===== src/rtl/microwave_pkg.sv =====
// Shared types for the microwave cook timer: FSM states, BCD MM:SS time and
// its one-second decrement.
package microwave_pkg;

  typedef enum logic [1:0] {
    ST_SET    = 2'd0,
    ST_ARM    = 2'd1,
    ST_COUNT  = 2'd2,
    ST_FINISH = 2'd3
  } timer_state_t;

  typedef struct packed {
    logic [3:0] m10;
    logic [3:0] m1;
    logic [3:0] s10;
    logic [3:0] s1;
  } bcd_time_t;

  // Seconds above 59 are decremented as written, never normalized.
  function automatic bcd_time_t bcd_time_dec(input bcd_time_t t);
    bcd_time_t r;
    r = t;
    if (t.s1 != 4'd0) begin
      r.s1 = t.s1 - 4'd1;
    end else if (t.s10 != 4'd0) begin
      r.s10 = t.s10 - 4'd1;
      r.s1  = 4'd9;
    end else if (t.m1 != 4'd0 || t.m10 != 4'd0) begin
      if (t.m1 != 4'd0) begin
        r.m1 = t.m1 - 4'd1;
      end else begin
        r.m10 = t.m10 - 4'd1;
        r.m1  = 4'd9;
      end
      r.s10 = 4'd5;
      r.s1  = 4'd9;
    end
    return r;
  endfunction

endpackage


===== src/rtl/sec_prescaler.sv =====
// Heat-time prescaler: counts enabled cycles and pulses tick on the cycle the
// count wraps, so one second is TICKS_PER_SEC enabled cycles across pauses.
module sec_prescaler #(
  parameter int TICKS_PER_SEC = 1_000_000
) (
  input  logic clk,
  input  logic nrst,
  input  logic clr,
  input  logic en,
  output logic tick
);

  localparam int CW = $clog2(TICKS_PER_SEC);
  localparam logic [CW-1:0] LAST = CW'(TICKS_PER_SEC - 1);

  logic [CW-1:0] cnt;

  assign tick = en && !clr && (cnt == LAST);

  always_ff @(posedge clk or negedge nrst) begin
    if (!nrst)     cnt <= '0;
    else if (clr)  cnt <= '0;
    else if (tick) cnt <= '0;
    else if (en)   cnt <= cnt + 1'b1;
  end

endmodule


===== src/rtl/microwave_timer.sv =====
// Cook-time keypad and countdown: holds start until heat begins, counts down
// only while heating, and holds finish until the controller drops heat.
module microwave_timer
  import microwave_pkg::*;
#(
  parameter int TICKS_PER_SEC = 1_000_000
) (
  input  logic        clk,
  input  logic        nrst,
  input  logic        digit_valid,
  input  logic [3:0]  digit,
  input  logic        clear_btn,
  input  logic        start_btn,
  input  logic        heat,
  output logic        start,
  output logic        finish,
  output logic [15:0] disp,
  output logic        busy
);

  timer_state_t state_q, state_d;
  bcd_time_t    disp_q, disp_d;
  logic         tick;
  logic         pre_clr, pre_en;

  // Prescaler restarts from zero on every entry into COUNT.
  assign pre_clr = (state_q != ST_COUNT);
  assign pre_en  = heat && (state_q == ST_COUNT);

  sec_prescaler #(.TICKS_PER_SEC(TICKS_PER_SEC)) u_pre (
    .clk  (clk),
    .nrst (nrst),
    .clr  (pre_clr),
    .en   (pre_en),
    .tick (tick)
  );

  always_ff @(posedge clk or negedge nrst) begin
    if (!nrst) begin
      state_q <= ST_SET;
      disp_q  <= '0;
    end else begin
      state_q <= state_d;
      disp_q  <= disp_d;
    end
  end

  always_comb begin
    state_d = state_q;
    disp_d  = disp_q;
    case (state_q)
      ST_SET: begin
        if (clear_btn)
          disp_d = '0;
        else if (digit_valid && digit <= 4'd9)
          disp_d = {disp_q[11:0], digit};
        // A clear in the same cycle wins over start so we never arm at 0000.
        if (start_btn && !clear_btn && disp_q != '0)
          state_d = ST_ARM;
      end
      ST_ARM: begin
        if (clear_btn)
          state_d = ST_SET;
        else if (heat)
          state_d = ST_COUNT;
      end
      ST_COUNT: begin
        if (disp_q == '0)
          state_d = ST_FINISH;
        else if (clear_btn)
          disp_d = '0;
        else if (tick)
          disp_d = bcd_time_dec(disp_q);
      end
      ST_FINISH: begin
        if (!heat) begin
          state_d = ST_SET;
          disp_d  = '0;
        end
      end
      default: begin
        state_d = ST_SET;
        disp_d  = '0;
      end
    endcase
  end

  assign start  = (state_q == ST_ARM);
  assign finish = (state_q == ST_FINISH);
  assign busy   = (state_q != ST_SET);
  assign disp   = disp_q;

endmodule


===== config.mk =====
export PLATFORM = sky130hd
export DESIGN_NAME = microwave_timer
export DESIGN_NICKNAME = d
export VERILOG_FILES = /design/src/rtl/microwave_pkg.sv /design/src/rtl/sec_prescaler.sv /design/src/rtl/microwave_timer.sv
export SDC_FILE = /design/constraint.sdc
export NUM_CORES = 1
export LEC_CHECK = 0
export CORE_MARGIN = 5
export CORE_UTILIZATION = 59
export CTS_BUF_LIST = sky130_fd_sc_hd__clkbuf_8
export CTS_CLUSTER_DIAMETER = 30
export CTS_CLUSTER_SIZE = 40
export DETAILED_ROUTE_END_ITERATION = 8
export PLACE_DENSITY = 0.83
export SLEW_MARGIN = 20
export SYNTH_ARGS = -nofsm -noshare
export SYNTH_HDL_FRONTEND = slang
export SYNTH_SLANG_ARGS = --single-unit

===== constraint.sdc =====
create_clock -name clk -period 5.95 [get_ports clk]
set_input_delay 0.8925 -clock clk [delete_from_list [all_inputs] [get_ports clk]]
set_output_delay 0.8925 -clock clk [all_outputs]
set_load 0.02 [all_outputs]

# After elaboration in Yosys (flattened, before gate mapping)
# Index checks and enable logic that the tools add are counted.
# W data, S select, Z words.
[totals]
register_bits = 38
in_bits = 10
out_inout_bits = 19
wordCells = 77
[op_classes]
addsub = 5
magnitude_cmp = 1
eq_ne = 18
n_mux = 23
reduce_logical = 24
[ops]
columns = ["op", "n"]
rows = [
  ["$mux W16", 7],
  ["$mux W20", 3],
  ["$pmux W16 S3", 1],
  ["$add A20 B1 Y20 const B", 1],
  ["$eq A20 B20 Y1 const B", 1],
  ["$ne A3 B3 Y1 const B", 6],
  ["$logic_not A16 Y1", 1],
  ["$mux W8", 2],
  ["$reduce_bool A16 Y1", 1],
  ["$reduce_bool A4 Y1", 4],
  ["$sub A4 B1 Y4 const B", 4],
  ["$mux W12", 1],
  ["$mux W4", 3],
  ["$mux W2", 5],
  ["$reduce_and A9 Y1", 1],
  ["$ne A2 B2 Y1 const B", 4],
  ["$pmux W2 S4", 1],
  ["$reduce_and A8 Y1", 1],
  ["$reduce_and A7 Y1", 1],
  ["$logic_and A1 B1 Y1", 6],
  ["$reduce_and A6 Y1", 1],
  ["$reduce_bool A3 Y1", 2],
  ["$ne A5 B2 Y1 const B", 1],
  ["$eq A2 B2 Y1 const B", 2],
  ["other kinds (10)", 11],
]

# Depth between registers and ports, before layout
# Gate-level depths: netlist of run 1.
[depth]
word_depth = 9
mapped_depth = 8
ltp_nobuf = 7

# Hierarchy
# From an unflattened synthesis of run 1, not the netlist that was laid out.
[unflattened]
cells_unflattened = 278
hier_area_um2 = 2494.9
[by_module_without_submodules]
columns = ["module", "instances", "cells_per_inst", "area_per_inst_um2", "seq_area_each_um2"]
rows = [
  ["microwave_timer", 1, 137, 1248.7, 450.4],
  ["sec_prescaler", 1, 141, 1246.2, 500.5],
]

# Worst setup path before layout of run 1
# No wires, ideal clock.
[synth_path]
path_type = "input to register"
start = "input heat"
end = "register disp_q (netlist bit disp[14])"
setup_time_ps = 125
t_arrival_ps = 2118
t_required_ps = 5825
path_slack_ps = 3707
path_stages = 6
n_path_buf = 1
cell_sequence = "buf_2 > nor3b_1 > o21bai_1 > o2111a_2 > nand4b_4 > mux2_4"
[synth_via]
elab_chain_len = 5
elab_cells_between_ends = 6
cone_classes = "eq/ne: 2; reduce/logical: 4"
[synth_rtl]
columns = ["element", "line", "text"]
rows = [
  ["from (decl)", "microwave_timer.sv:14", "input logic heat,"],
  ["$logic_and A1 B1 Y1", "microwave_timer.sv:28", "assign pre_en = heat && (state_q == ST_COUNT);"],
  ["$logic_and A1 B1 Y1 (2 in a row)", "sec_prescaler.sv:18", "assign tick = en && !clr && (cnt == LAST);"],
  ["$ne A3 B3 Y1 (no line)", "n/a", ""],
  ["$reduce_and A9 Y1 (no line) (*)", "n/a", ""],
  ["to (signal assigned)", "microwave_timer.sv:44", "disp_q <= disp_d;"],
  ["to (decl)", "microwave_timer.sv:22", "bcd_time_t disp_q, disp_d;"],
]
# Every way passes the cells marked *; elsewhere a longest branch is shown, timed or not.
# A chain may end at the register's enable or synchronous reset.

# Worst setup path in the final report of run 1
[layout_path]
start = "input clear_btn"
end = "register disp_q (netlist bit disp[14])"
[layout_via]
elab_chain_len = 3
elab_cells_between_ends = 11
cone_classes = "eq/ne: 6; mux: 4; reduce/logical: 1"
[layout_rtl]
columns = ["element", "line", "text"]
rows = [
  ["from (decl)", "microwave_timer.sv:12", "input logic clear_btn,"],
  ["$mux W16", "microwave_timer.sv:70", "else if (clear_btn)"],
  ["$mux W16", "microwave_timer.sv:68", "if (disp_q == '0)"],
  ["$pmux W16 S3", "microwave_timer.sv:51", "case (state_q)"],
]
# Parallel ways exist; a longest one is shown, timed or not. The select of a mux whose other input is x is not followed.

==> results.md, run 1 <==
* Flip-flop and latch count after synthesis at 38
* Length of the first detailed-routing pass in iterations at 4
* Core area at 4058 sq um
* Layout cell share with drive strength beyond 1 at 10.96%
* Commonest non-fill, non-tap cell in the layout: dfrtp_1
* Synthesized net count at 282
* All-Layer GR Usage at 21.78%
* Result of the run: finished, final reports clean
* Critical path's largest stage delay at just under 0.6 ns
* R2R cell count at 7
* Power density normalized to cell area at 453.0 nW/um^2
* Routed wire length at 5402 um
* Worst supply voltage drop on vdd at 0.3276 mV
* Worst hold-check path type: flop to flop
* Cells on Worst Hold Path at 1
* Number of ports placed on the die boundary at 29
* ANT cells at 0
* Fill cells at 308
* Critical path depth in cells at 6
* Minimum setup slack among reg-to-reg paths at ~3.6 ns
* Minimum clock period at around 2.8 ns
* Crit path required time at 6.12 ns
* Y dimension of the die at 74.95 um
* Actual transition at the worst max-transition pin at 0.8524 ns
* Port-buffer cells at 28
* Kind of cell with the highest combined delay on the critical path: simple AND/OR/NAND/NOR gates
* Final cycle utilization of the critical path at 46.85%
* Yosys warns at 0
* Peak fanout along the critical path at 18
* Final setup viols at 0
* Estimated wirelength of the detail-placed design at 3918 um
* Final Total Pwr at 1.291 mW
* RSZ-0062 raised after global routing: no
* Clock-pin slew reported for the worst setup and hold paths after clock tree synthesis at 0.07 ns
* Cell chain of the critical path: clkdlybuf4s50_1, nor2_2, o211ai_1, o2111a_2, nand4b_4, mux2_4
* Post-synthesis cell count at 266
* Number of global-route vias before repair at 2021
* Clock root buffer: clkbuf_8
* Global-route wire length before repair at between 9000 and 10000 um
* GPL Wtd Cong at 0.8638
* Horiz. Die Dim at 74.95 um
* Clock buffer count from CTS at 5
* Detailed-route DRC error count at 0
* CTS tree: done
* R2r endpoint: disp[14]
* Most frequent cells in the layout: dfrtp_1, nand2_1, clkdlybuf4s50_1
* Sort of element at the end of the critical path: flop
* Routed metal-1 wirelength at approximately 2600 um
* Largest net degree at the start of global routing at 39
* Accumulated negative setup slack at 0 ns
* Length of routed met2 wiring at approximately 2500 um
* Final count of pins violating max slew at 0
* PostCTS Resize Cnt at 0
* Area added between synthesis and finish at 14.53%
* Maximum buffer depth of the clock tree at 2
* Clock sinks at 38
* Starting density of the core at 61.33%
* Detailed-route vias per instance at about 6.0
* Avg Cell Area, Syn at ~9.4 sq um
* Maximum clock frequency at 358.7 MHz
* Post-detailed-route wirelength per cell at 15.80 um
* Start point of the critical path: clear_btn
* Critical path's slowest cell: nor2_2
* Final nets at roughly 310
* Clock insertion delay at the later pin of the skew report at roughly 0.29 ns
* Sort of element at the start of the critical path: input port
* Total gr overflow at 0
* Post-CTS Hold Buffers at 0
* Type of the setup path with the least slack: input port to flop
* Mapped Area at around 2500 sq um
* Flip-flop cell with the highest count after synthesis: dfrtp_1
* Number of violations of the max-capacitance limit at 0
* Sequential share of the synthesized area at 38.21%
* Floorplan die area at 5617 sq um
* Starting DRT DRC Count at 161
* Antenna violations before repair at 0
* Worst clock skew on the final layout at 0.007535 ns
* Bufs and invs on worst path at 1
* Data arrival time of the worst path at 2.96 ns
* Detail Route Antenna Nets at 0
* Slew margin rel. at a little over two fifths
* Count of distinct cell types in the synthesized netlist at 54
* Final count of hold timing violations at 0
* Met3 WL post-DR at 281 um
* Async set-or-reset flop fraction in the synthesized netlist at 100.0%
* H-tree depth reported by CTS at 2
* Capturing element of the worst setup path: disp[14]
* Leakage power at 1.217 nW
* Highest routing layer actually used: met4
* Row count at 23
* Buffers inserted by post-CTS timing repair at 0
* Total via count in the routed design at 2065
* Number of enable flip-flop cells after synthesis at 0
* Worst reg2reg startpoint: disp[0]
## synthesized netlist by cell type, drive strengths merged (7+ instances only)
cell	n	area share, %
nand4	7	1.8
nand3	9	1.8
nor3	10	2.7
nand2	29	4.4
dfrtp	38	38
nor3b	7	3.0
nor2	19	2.9
mux2	9	4.4
a21oi	18	4.1
inv	16	2.4
mux2i	10	4.0
o21ai	16	3.2
a22o	7	2.5
## power by group
part	leakage [nW]	total, mW	internal (mW)	switching (mW)
registers	0.514	0.394	0.312	0.0815
clock network	0.0431	0.175	0.0893	0.0861
logic	0.660	0.722	0.338	0.384
## metrics by stage
stage / setup slack (ns) / cell area (sq um) / util (%) / std cells / hold slack (ns)
final: 3.162 / 2850 / 70.24 / 342 / 0.5181
after detailed placement: 2.561 / 2765 / 68.15 / 336 / 0.5140
after floorplan: 3.707 / 2489 / - / 266 / 0.4601
after global placement: 2.659 / 2765 / 68.15 / 336 / 0.4996
after global routing: 3.048 / 2850 / 70.24 / 342 / 0.5396
after CTS: 2.873 / 2848 / 70.18 / 342 / 0.5212
## flip-flops by register name, summed over array words and instances, names as in the netlist, named ones only
signal / flops
u_pre.cnt: 20
disp: 16
state_q: 1
## per-layer routing
layer  track usage (%)  vias up
met5                 0        -
met4             5.929        0
met3             5.073        5
met2             32.98       58
met1             31.33      977
li1                  -     1025
## worst min path at each step
| stage | from | to | slack [ns] |
|---|---|---|---|
| finish | u_pre.cnt[14] | u_pre.cnt[14] | 0.52 |
| floorplan | u_pre.cnt[14] | u_pre.cnt[14] | 0.46 |
| CTS | u_pre.cnt[14] | u_pre.cnt[14] | 0.52 |
| global placement | u_pre.cnt[14] | u_pre.cnt[14] | 0.50 |
| global route | u_pre.cnt[14] | u_pre.cnt[14] | 0.54 |
| detailed placement | u_pre.cnt[14] | u_pre.cnt[14] | 0.51 |
## layout make-up
cell class / instances / area [sq um] / share of cell area [%]
multi-input cells: 203 / 1411 / 49.52
flip-flops and latches: 38 / 950.9 / 33.36
repair buffers: 29 / 282.8 / 9.921
clock buffers: 6 / 82.58 / 2.897
well taps: 50 / 62.56 / 2.195
inverters: 16 / 60.06 / 2.107
## logic make-up after synthesis
family	Yosys count	synth area share [%]
flops	38	38.21
compound gates	68	18.25
buf+inv	25	5.178
fa+ha+maj	6	3.017
xor+xnor	7	2.464
mux	19	8.396
simple gates	103	24.48
Power figures use the tool's default switching activity.
==> run 2: changes to the inputs <==
- CORE_UTILIZATION: 59 -> 58
- PLACE_DENSITY: 0.83 -> 0.82
- clock period: 5.95 -> 2.6 ns (I/O delays scaled with it)
==> run 2 against run 1 <==
Compared with the run above:
- wire length grew 3.2%
- first-iteration DRC count shrank 24%
- final area grew 1.2%
- setup slack lost 2.9 ns
- critical path type is now flop to flop
- flip-flop and latch count is the same
- sequential share of layout area shrank 0.41 points
- hold slack lost 0.33 ns
- via count grew 3.4%
==> results.md, run 2 (synthesis gave the netlist of run 1 again) <==
* Placed standard-cell area at 2803 sq um (was 2765 sq um)
* Critical path's slowest cell: o2111a_2 (was nor2_2)
* Core area at 4086 sq um (was 4058 sq um)
* Sort of element at the start of the critical path: flop (was input port)
* Number of violations of the max-capacitance limit at 0 (unchanged)
* Number of flip-flops in the largest register at 20 (unchanged)
* Final nets at 314 (was 309)
* Worst clock skew on the final layout at 0.005186 ns (was 0.007535 ns)
* Starting density of the core at 60.90% (was 61.33%)
* Horiz. Die Dim at 75.51 um (was 74.95 um)
* Global-route wire length before repair at 9687 um (was 9453 um)
* Final setup viols at 0 (unchanged)
* Detailed-route vias per instance at 6.156 (was 6.038)
* Total area of multi-input combinational cells at 1409 sq um (was 1411 sq um)
* Length of the first detailed-routing pass in iterations at 4 (unchanged)
* Worst slack at placement at 0.2904 ns (was 2.561 ns)
* Routed wire length at 5575 um (was 5402 um)
* Commonest non-fill, non-tap cell in the layout: dfrtp_1 (unchanged)
* Starting DRT DRC Count at 122 (was 161)
* Reg with most FFs: u_pre.cnt (unchanged)
* Row count at 23 (unchanged)
* Minimum clock period at between 2 and 2.5 ns
* ANT cells at 0 (unchanged)
* Port-buffer cells at 28 (unchanged)
* Type of the setup path with the least slack: flop to flop (was input port to flop)
* Actual transition at the worst max-transition pin at 0.8384 ns (was 0.8524 ns)
* Data arrival time of the worst path at 2.49 ns (was 2.96 ns)
* Clock-pin slew reported for the worst setup and hold paths after clock tree synthesis at 0.07 ns (about the same)
* Total via count in the routed design at 2136 (was 2065)
* Floorplan die area at 5701 sq um (was 5617 sq um)
* Total gr overflow at 0 (unchanged)
* Slew margin rel. at 44.11% (was 43.17%)
* Power density normalized to cell area at 1049 nW/um^2 (was 453.0 nW/um^2)
* Clock root buffer: clkbuf_8 (unchanged)
* Post-route non-filler standard cell count at 347 (was 342)
* Sort of element at the end of the critical path: flop (unchanged)
* Peak fanout along the critical path at 4 (was 18)
* Layout cell share with drive strength beyond 1 at 12.12% (was 10.96%)
* Most frequent cells in the layout: dfrtp_1, nand2_1, clkdlybuf4s50_1 (unchanged)
* Area added between synthesis and finish at 15.94% (was 14.53%)
* Estimated wirelength of the detail-placed design at 4087 um (was 3918 um)
* Post-CTS Hold Buffers at 0 (unchanged)
* Worst hold-check path type: input port to async pin (was flop to flop)
* Critical path's largest stage delay at 0.41 ns (was 0.59 ns)
* Buffers inserted by post-CTS timing repair at 0 (unchanged)
* Final instance area at 2885 sq um (was 2850 sq um)
* Worst supply voltage drop on vdd at 0.6332 mV (was 0.3276 mV)
* Maximum clock frequency at 431.3 MHz
* Number of global-route vias before repair at 2013 (was 2021)
* Dpl cells at 341 (was 336)
* Antenna violations before repair at 0 (unchanged)
* Result of the run: finished, final reports clean (unchanged)
* Share of the core filled with cells in the final layout at 70.61% (was 70.24%)
* Final count of pins violating max slew at 0 (unchanged)
* H-tree depth reported by CTS at 2 (unchanged)
* Number of ports placed on the die boundary at 29 (unchanged)
* All-Layer GR Usage at 22.44% (was 21.78%)
* Clock buffer count from CTS at 5 (unchanged)
* Crit path required time at 2.77 ns (was 6.12 ns)
* Clock sinks at 38 (unchanged)
* GPL Wtd Cong at 0.9101 (was 0.8638)
* Final cycle utilization of the critical path at 89.17%
* Clock insertion delay at the later pin of the skew report at 0.29 ns (about the same)
* Post-detailed-route wirelength per cell at 16.07 um (was 15.80 um)
* Largest net degree at the start of global routing at 39 (unchanged)
* Maximum buffer depth of the clock tree at 2 (unchanged)
* Detailed-route DRC error count at 0 (unchanged)
* CTS tree: done (unchanged)
* Final count of hold timing violations at 0 (unchanged)
* Detail Route Antenna Nets at 0 (unchanged)
* Fill cells at 320 (was 308)
* Leakage power at 1.243 nW (was 1.217 nW)
* Area taken by flip-flops and latches at 950.9 sq um (unchanged)
* Cell chain of the critical path: inv_1, ha_1, nor3b_1, nand4_1, o2111a_2, nand3b_4, mux2_1 (was clkdlybuf4s50_1, nor2_2, o211ai_1, o2111a_2, nand4b_4, mux2_4)
* Accumulated negative setup slack at 0 ns (unchanged)
* Y dimension of the die at 75.51 um (was 74.95 um)
* PostCTS Resize Cnt at 0 (unchanged)
* Setup slack of the critical path after layout at 0.2816 ns (was 3.162 ns)
* RSZ-0062 raised after global routing: no (unchanged)
run 2: metal layers:
metal	GRT usage (%)	wire [um]	share of wire, %	vias up
met2	33.08	2525	45	71
met4	7.573	116	2.1	0
met3	5.277	315	5.7	14
met5	0	0	0	-
met1	32.50	2617	47	1023
li1	-	-	-	1028
run 2: final timing paths:
check / from / depth (start not counted) / to / slack (ns)
worst max-delay path: disp[12] / 7 / disp[10] / 0.28
worst min register to register: u_pre.cnt[14] / 1 / u_pre.cnt[14] / 0.51
min in group clk: u_pre.cnt[14] / 1 / u_pre.cnt[14] / 0.51
worst max register to register: disp[12] / 7 / disp[10] / 0.28
max in group asynchronous: nrst / 1 / async pin / 1.87
worst min-delay path: nrst / 1 / disp[9] / 0.19
run 2: worst max-delay path, delay by kind of cell (launching register included):
family,cells,cell delay [ns]
flops,1,0.40
mux,1,0.34
simple gates,3,0.76
buf+inv,1,0.11
compound gates,1,0.41
fa+ha+maj,1,0.19
run 2: through the flow:
stage	total power, mW	hold WS (ns)
after CTS	3.037	0.2409
final	3.026	0.1901
after detailed placement	2.613	0.5041
after global placement	2.564	0.4915
after floorplan	2.142	0.09441
after global routing	3.251	0.2751
run 2: area by class of cell:
| cell class | count | area share, % |
|---|---|---|
| multi-input combinational | 203 | 48.83 |
| sequential | 38 | 32.96 |
| timing repair buffer | 34 | 11.10 |
| clock buffer | 6 | 2.862 |
| tap | 50 | 2.168 |
| inverter | 16 | 2.082 |
run 2: power breakdown:
part / leakage, nW / total [mW] / internal, mW / switching [mW]
Combinational: 0.685 / 1.72 / 0.807 / 0.910
Clock: 0.0431 / 0.412 / 0.205 / 0.207
Sequential: 0.514 / 0.898 / 0.714 / 0.184
==> edit (settings of run 2) <==
`TICKS_PER_SEC` is set to 1_000_000 in 2 places; all go to 500_000.
--- a/src/rtl/sec_prescaler.sv
+++ b/src/rtl/sec_prescaler.sv
@@ -3,3 +3,3 @@
 module sec_prescaler #(
-  parameter int TICKS_PER_SEC = 1_000_000
+  parameter int TICKS_PER_SEC = 500_000
 ) (
--- a/src/rtl/microwave_timer.sv
+++ b/src/rtl/microwave_timer.sv
@@ -5,3 +5,3 @@
 #(
-  parameter int TICKS_PER_SEC = 1_000_000
+  parameter int TICKS_PER_SEC = 500_000
 ) (
Check against the original RTL: no difference found for any inputs over 10 cycles, from zero or initial values and one cycle with nrst low; that may be too few to reach the edited logic, so the function may still have changed.
==> edit against run 2 <==
  * Design area up 3.5%
  * Routed wire length rose by 8.9%
  * Area after synthesis is 0.70% higher
  * Worst setup slack worse by 29 ps
  * Largest power group unchanged
  * Die area is 0.61% higher
  * Total power is 5.0% higher
  * Sequential cell count down 1
==> edit: results <==
[synthesis]
synth_compound_area_frac = 0.254
yosysSeqAreaShare = 0.369
synthMuxAreaShare = 0.0429
synth-seq-cells = 37
synth_nets = 301
synthTopCellsByArea = "dfrtp_1, nor2_1, a22o_1"
syn_inst = 285
synth_xor_area_frac = 0.0105
yosysUniqueCellTypes = 59
synth_top_family_by_area = "compound AO/OA/AOI/OAI gates"
synth_common_cells = "dfrtp_1, nor2_1, inv_1, nand2_1, o21ai_0"
synthAdderAreaFrac = 0.0300

[cells_and_area]
postLayoutCellArea_sq_mm = 0.00299
largest-register = "u_pre.cnt"
fin_cells = 370
buffer_area_frac = 0.112
fill_cells = 339
nNonClkInverters = 20
n_clock_buffer = 5
num-multi-input-gates = 217
fin_nets = 333
multi_input_area_sq_mm = 0.00145
drive_gt1_frac = 0.101
clk_share = 0.0448
seq_share = 0.310
largest_register_ffs = 19
nNonClkBuffers = 36

[power]
internal_power_mw = 1.84
leakage_nw = 1.22
peakVddDrop_mv = 0.609

[timing]
worst_pin_slew_ps = 825
period_share = 0.903
skew_ps = 7.35

[global_routing]
grt_pass1_vias = 2094
met1_usage = 0.338
globalRouteMet3Util = 0.0435
grt_util_all_layers = 0.229
grt_use_met2 = 0.341
grt_first_pass_wirelength_mm = 10.0
grt_max_degree = 38

[drt]
wl_met1_mm = 2.89
drt-wirelength-per-cell_microns = 16.4
wl_met3_microns = 328
wl_met2_mm = 2.75
drt-initial-drc-count = 242
vias = 2363
drt-pass1-iter-count = 6

[critical_path]
cp-endpoint = "u_pre.cnt[7]"
crit_path_start = "u_pre.cnt[0]"
cp_max_fo = 17
critPathArrivalTime_ps = 2580
r2r_slack_ps = 250

[placement]
dp.cells = 362
gp_congestion = 0.916
dpl_worst_slack_ps = 275
dp_hpwl_mm = 4.32
placed_cell_area_sq_mm = 0.00285

[clock_tree]
cts_resized = 0
postCtsSetupBuffers = 0

[status]
status = "completed"
edit: power groups by stage:
stage / registers [mW] / logic [mW] / clock network [mW]
2_1_floorplan: 0.930 / 1.09 / 0
3_3_place_gp: 0.883 / 1.65 / 0
5_1_grt: 0.910 / 1.85 / 0.625
6_report: 0.882 / 1.70 / 0.598
3_5_place_dp: 0.889 / 1.67 / 0
4_1_cts: 0.878 / 1.69 / 0.606
edit: critical path, cell delays in order (launching register included):
cell and delay [ps]:
dfrtp_1 430, ha_1 260, and4_1 250, and3_1 280, a21oi_2 670, buf_4 230, a21oi_1 50, a21oi_1 120
edit: through the flow:
| step | power [mW] | hold slack, ps |
|---|---|---|
| after floorplan | 2.02 | 94.4 |
| after global placement | 2.53 | 512 |
| after detailed placement | 2.56 | 511 |
| after CTS | 3.17 | 215 |
| after global routing | 3.39 | 257 |
| final | 3.18 | 183 |
